## config.mk

```make
export PLATFORM = sky130hd
export DESIGN_NAME = l2_conv_sched
export DESIGN_NICKNAME = d
export VERILOG_FILES = /design/src/rtl/l2_conv_pkg.sv /design/src/rtl/l2_win_cnt.sv /design/src/rtl/l2_conv_sched.sv
export SDC_FILE = /design/constraint.sdc
export NUM_CORES = 1
export LEC_CHECK = 0
export BUFFER_PORTS_ARGS = -buffer_cell sky130_fd_sc_hd__buf_4
export CAP_MARGIN = 20
export CORE_ASPECT_RATIO = 1.5
export CORE_MARGIN = 4
export CORE_UTILIZATION = 50
export DETAILED_ROUTE_END_ITERATION = 8
export PLACE_DENSITY = 0.83
export SLEW_MARGIN = 20
export SYNTH_ARGS = -nofsm -noshare
export SYNTH_HDL_FRONTEND = slang
export SYNTH_SLANG_ARGS = --single-unit
```

## constraint.sdc

```tcl
create_clock -name clk -period 1.9 [get_ports clk]
set_input_delay 0.19 -clock clk [delete_from_list [all_inputs] [get_ports clk]]
set_output_delay 0.19 -clock clk [all_outputs]
set_load 0.02 [all_outputs]
```

## src/rtl/l2_conv_pkg.sv

```systemverilog
// Shared types and default geometry for the layer-2 convolution scheduler.
// Counter widths are derived here so the scheduler, counter and bench agree.
package l2_conv_pkg;

  typedef enum logic [2:0] {
    ST_IDLE,
    ST_WLOAD,
    ST_RUN,
    ST_DRAIN,
    ST_DONE
  } state_e;

  localparam int DEF_OUT_W    = 12;
  localparam int DEF_OUT_H    = 25;
  localparam int DEF_N_CHAN   = 8;
  localparam int DEF_PIPE_LAT = 3;

  // Bits needed to count 0..bound-1, never narrower than one bit.
  function automatic int cnt_w(input int bound);
    return (bound < 2) ? 1 : $clog2(bound);
  endfunction

  localparam int DEF_COL_W   = cnt_w(DEF_OUT_W);
  localparam int DEF_ROW_W   = cnt_w(DEF_OUT_H);
  localparam int DEF_CHAN_W  = cnt_w(DEF_N_CHAN);
  localparam int DEF_DRAIN_W = cnt_w(DEF_PIPE_LAT);

endpackage

```

## src/rtl/l2_win_cnt.sv

```systemverilog
// Output-window column/row counter: advances on en_i, col wraps into row, clr_i wins.
// Registered counters, line/frame wrap flags decoded combinationally from them.
module l2_win_cnt
  import l2_conv_pkg::*;
#(
  parameter int OUT_W = DEF_OUT_W,
  parameter int OUT_H = DEF_OUT_H
) (
  input  logic                      clk,
  input  logic                      rst,
  input  logic                      clr_i,
  input  logic                      en_i,
  output logic [cnt_w(OUT_W)-1:0]   col_o,
  output logic [cnt_w(OUT_H)-1:0]   row_o,
  output logic                      line_last_o,
  output logic                      frame_last_o
);

  localparam int COL_W = cnt_w(OUT_W);
  localparam int ROW_W = cnt_w(OUT_H);

  logic [COL_W-1:0] col_q, col_d;
  logic [ROW_W-1:0] row_q, row_d;

  assign line_last_o  = (col_q == COL_W'(OUT_W - 1));
  // Row-level flag only; the full-frame end is line_last_o & frame_last_o.
  assign frame_last_o = (row_q == ROW_W'(OUT_H - 1));
  assign col_o        = col_q;
  assign row_o        = row_q;

  always_comb begin
    col_d = col_q;
    row_d = row_q;
    if (clr_i) begin
      col_d = '0;
      row_d = '0;
    end else if (en_i) begin
      if (line_last_o) begin
        col_d = '0;
        row_d = frame_last_o ? '0 : row_q + 1'b1;
      end else begin
        col_d = col_q + 1'b1;
      end
    end
  end

  always_ff @(posedge clk) begin
    if (rst) begin
      col_q <= '0;
      row_q <= '0;
    end else begin
      col_q <= col_d;
      row_q <= row_d;
    end
  end

endmodule

```

## src/rtl/l2_conv_sched.sv

```systemverilog
// Layer-2 pass sequencer: per channel weight load, OUT_W*OUT_H beats, PIPE_LAT drain.
// Beats only when in_valid_i & out_ready_i; abort/reset return to IDLE at the next edge.
module l2_conv_sched
  import l2_conv_pkg::*;
#(
  parameter int OUT_W    = DEF_OUT_W,
  parameter int OUT_H    = DEF_OUT_H,
  parameter int N_CHAN   = DEF_N_CHAN,
  parameter int PIPE_LAT = DEF_PIPE_LAT
) (
  input  logic                      clk,
  input  logic                      rst,
  input  logic                      start_i,
  input  logic                      abort_i,
  input  logic                      in_valid_i,
  input  logic                      out_ready_i,
  input  logic                      wack_i,
  output logic                      wreq_o,
  output logic [cnt_w(N_CHAN)-1:0]  wchan_o,
  output logic                      conv_valid_o,
  output logic                      vbit_o,
  output logic [cnt_w(N_CHAN)-1:0]  bias_sel_o,
  output logic [cnt_w(OUT_H)-1:0]   row_o,
  output logic [cnt_w(OUT_W)-1:0]   col_o,
  output logic                      busy_o,
  output logic                      done_o
);

  localparam int CHAN_W  = cnt_w(N_CHAN);
  localparam int DRAIN_W = cnt_w(PIPE_LAT);

  generate
    if (PIPE_LAT < 1) begin : g_bad_pipe_lat
      $error("l2_conv_sched: PIPE_LAT must be at least 1");
    end
  endgenerate

  state_e              state_q, state_d;
  logic [CHAN_W-1:0]   chan_q, chan_d;
  logic [DRAIN_W-1:0]  drain_q, drain_d;

  logic beat;
  logic win_en, win_clr;
  logic line_last, frame_last;

  assign beat = in_valid_i & out_ready_i;

  l2_win_cnt #(
    .OUT_W (OUT_W),
    .OUT_H (OUT_H)
  ) u_win_cnt (
    .clk          (clk),
    .rst          (rst),
    .clr_i        (win_clr),
    .en_i         (win_en),
    .col_o        (col_o),
    .row_o        (row_o),
    .line_last_o  (line_last),
    .frame_last_o (frame_last)
  );

  always_comb begin
    state_d      = state_q;
    chan_d       = chan_q;
    drain_d      = drain_q;
    win_en       = 1'b0;
    win_clr      = 1'b0;
    wreq_o       = 1'b0;
    conv_valid_o = 1'b0;
    vbit_o       = 1'b0;
    busy_o       = 1'b1;
    done_o       = 1'b0;

    case (state_q)
      ST_IDLE: begin
        busy_o  = 1'b0;
        win_clr = 1'b1;
        if (start_i) begin
          state_d = ST_WLOAD;
          chan_d  = '0;
          drain_d = '0;
        end
      end
      ST_WLOAD: begin
        wreq_o       = 1'b1;
        conv_valid_o = 1'b1;
        if (wack_i) state_d = ST_RUN;
      end
      ST_RUN: begin
        conv_valid_o = 1'b1;
        vbit_o       = beat;
        win_en       = beat;
        if (beat && line_last && frame_last) begin
          state_d = ST_DRAIN;
          drain_d = '0;
        end
      end
      ST_DRAIN: begin
        conv_valid_o = 1'b1;
        drain_d      = drain_q + 1'b1;
        if (drain_q == DRAIN_W'(PIPE_LAT - 1)) begin
          if (chan_q == CHAN_W'(N_CHAN - 1)) begin
            state_d = ST_DONE;
          end else begin
            chan_d  = chan_q + 1'b1;
            state_d = ST_WLOAD;
          end
        end
      end
      ST_DONE: begin
        done_o  = 1'b1;
        state_d = ST_IDLE;
        chan_d  = '0;
      end
      default: begin
        state_d = ST_IDLE;
        chan_d  = '0;
      end
    endcase

    // Abort overrides every transition, including start in IDLE.
    if (abort_i) begin
      state_d = ST_IDLE;
      chan_d  = '0;
      drain_d = '0;
      win_en  = 1'b0;
      win_clr = 1'b1;
    end
  end

  assign wchan_o    = chan_q;
  assign bias_sel_o = chan_q;

  always_ff @(posedge clk) begin
    if (rst) begin
      state_q <= ST_IDLE;
      chan_q  <= '0;
      drain_q <= '0;
    end else begin
      state_q <= state_d;
      chan_q  <= chan_d;
      drain_q <= drain_d;
    end
  end

endmodule

```

==> out/qor.csv <==
stage,metric,value,unit
timing,final setup fails,0,
synthesis,most used flip-flop cell after synthesis,dfxtp_1,
clock_network,Clock Tree Root,clkbuf_4,
routing,vias per std cell,5.73,
clock_network,hold_buf cts,0,
synthesis,Post-Synth Adder-Cell Area,7.49,%
setup_path,Crit Path Category,reg2out,
synthesis,"FFs w/ async S/R, synth",0,%
routing,drt pass-1 iters,4,
synthesis,Mapped Cells,123,
clock_network,CTS tree,yes,
clock_network,clk slew on worst S/H paths,0.10,ns
die,Die Wd,44.6,um
die,Core Region,1880,um^2
clock_network,CTS Buffer Depth,2,
pwr,power per cell area,504,nW/um^2
setup_path,crit-path max cell delay,0.55,ns
die,Starting Density,53.4,%
setup_path,Crit Path Max Fanout,13,
synthesis,most frequent cell after synthesis,dfxtp_1,
setup_path,CP endpoint kind,output port,
synthesis,synth top area cells,"dfxtp_1 34%, ha_1 7.5%, nor2_1 5.6%, nand2_1 4.1%, nand3_1 4.0%",
grt,vias in the first global route,913,
final_layout,Final nets,163,
die,# rows,19,
routing,vias,974,
routing,post-route ant nets,0,
timing,Final Skew,0.00239,ns
clock_network,CTS Buf Count,3,
pwr,internal power,0.000468,W
routing,initial drt markers,50,
timing,final hold violation count,0,
place,port bufs,26,
pwr,sw power,0.000152,W
pwr,clock power share,30.9,%
final_layout,fillers,163,
synthesis,top cell type's share of synthesized area,34.0,%
grt,grt total ovfl,0,
timing,Period minus WS final,1.77,ns
pwr,switch share,24.5,%
final_layout,ant diodes,0,
timing,Final WS setup,0.134,ns
synthesis,post-synth net total,136,
place,setup slack after placement,0.195,ns
setup_path,CP Launch Type,flop,
clock_network,Skew-Pair Late Insertion Delay,0.28,ns
final_layout,multi-input gate area in the final layout,603,um^2
grt,largest net degree at the start of global routing,14,
synthesis,mapped cell area,1000,um^2
setup_path,CP Data Required Time,1.71,ns
synthesis,"area leader, netlist",dfxtp_1,
die,die height,62.8,um
worst_hold_path,Hold Path Class,in2reg,
synthesis,number of flops mapped to enable cells by yosys,0,
pwr,VDD IR-drop max,363,uV
die,die area,2800,um^2
synthesis,Seq cells post-synth,17,
final_layout,Final Core Density,65.4,%
synthesis,synth unique cells,38,
routing,drt drc,0,
synthesis,mean post-synth cell area,8.15,um^2
die,Boundary Pins,27,
setup_path,slowest CP cell,dfxtp_1,
final_layout,layout cells sized above 1,24.8,%
clock_network,CTS Sinks,17,
setup_path,"critical path, cell by cell","or3b_1, nor2_1, buf_4",
timing,worst relative slew slack,75.5,%
status,status,"finished, final reports clean",
grt,global-route usage over all layers,16.8,%
synthesis,Synth Warn #,0,
grt,initial antenna violation count,0,
timing,fin crit share,92.9,%
job,# Max-Cap Violations,0,
place,GPL Wtd Cong,0.855,
final_layout,Sequential cell area,340,um^2
synthesis,Post-Synth Simple-Gate Area,35.2,%
final_layout,Syn-to-layout area delta,22.6,%
routing,"wirelength, routed",2230,um
timing,worst slew pin tran,0.366,ns
clock_network,H-tree depth,1,
routing,Routed WL per cell,13.1,um
clock_network,setup repair bufs after CTS,0,
timing,Slew Limit Fails,0,
timing,f_max,566,MHz
place,dpl hpwl,1750,um
synthesis,Post-Synth XOR/XNOR Area,0,%
synthesis,mux share of post-synthesis cell area,3.00,%
pwr,Pleak,0.493,nW
setup_path,CP arrival,1.58,ns
pwr,Combinational Power Share,10.8,%
synthesis,largest family of logic cells by synthesized area,simple AND/OR/NAND/NOR gates,
pwr,Power Total,0.000619,W
timing,Fin Setup TNS,0,ns
clock_network,post-cts sizing count,0,
synthesis,complex-gate fraction of the synthesized area,14.5,%
synthesis,post-synthesis sequential area ratio,34.0,%
pwr,share of total power in sequential cells,58.3,%
synthesis,Commonest cells post-synth,"17 x dfxtp_1, 15 x nor2_1, 11 x nand2_1",
timing,RSZ-0062 raised after global routing,false,
grt,global-route wire length before repair,3690,um
## placed cells by master, fill, tap and decap left out, types with 2 or more instances in the layout
cell type	instances
nand2b_1	2
clkbuf_4	3
nand2_1	11
ha_1	6
a31oi_1	4
o21ai_0	5
and4b_1	2
dfxtp_1	17
a21oi_1	6
buf_4	28
a22oi_1	2
or3_1	4
nand3_1	8
nor3_1	3
nor2b_1	3
nor2_1	15
inv_1	6
o22ai_1	2
mux2i_1	3
## worst max-delay path, delay by kind of cell (launching register included)
family	cells	cell delay, ns
simple gates	2	0.60
flops	1	0.55
buf+inv	1	0.15
## stage by stage
step	cell area [um^2]	hold slack, ns	instances
floorplan	1000	0.397	123
global route	1230	0.233	170
detailed placement	1200	0.445	166
global placement	1200	0.438	166
finish	1230	0.230	170
CTS	1230	0.216	170
## power by group through the flow
stage / sequential [W] / clock (W) / combinational, W
3_3_place_gp: 0.000369 / 0 / 0.0000653
5_1_grt: 0.000361 / 0.000214 / 0.0000737
6_report: 0.000361 / 0.000192 / 0.0000669
4_1_cts: 0.000361 / 0.000198 / 0.0000666
3_5_place_dp: 0.000369 / 0 / 0.0000664
2_1_floorplan: 0.000368 / 0 / 0.0000387
## flip-flops by register name (all words and copies together), names as in the netlist
register and cells:
bias_sel_o 3, u_win_cnt.col_o 4, state_q 3, drain_q 2, u_win_cnt.row_o 5
## cells by family after synthesis
kind of cell | Yosys count
AOI/OAI and AO/OA | 24
adders and majority gates | 6
buffers and inverters | 12
DFF | 17
muxes | 3
and+or+nand+nor | 61
## metal layers
metal	GRT usage (%)	part of all wire, %	vias to the layer above
li1	-	-	487
met1	17.6	38	443
met3	3.17	8.0	4
met5	0	0	-
met4	7.17	1.2	0
met2	30.4	53	40
## layout make-up
cell class	instances	area share, %
inverter	6	1.83
timing repair buffer	28	17.1
clock buffer	4	2.14
sequential	17	27.7
multi-input combinational	94	49.1
tap	21	2.14
## path summary, 6_finish.rpt
path         slack, ns  cells after the start                             from                               to
max               0.13                      3          state_q[1]$_SDFFE_PP0P_                           vbit_o
min               0.23                      4                           wack_i          state_q[0]$_SDFFE_PP0P_
max reg2reg       0.17                      5  u_win_cnt.col_o[0]$_SDFFE_PP0P_  u_win_cnt.row_o[2]$_SDFFE_PP0P_
min reg2reg       0.47                      1          drain_q[0]$_SDFFE_PP0P_          drain_q[0]$_SDFFE_PP0P_
Power figures use the tool's default switching activity.
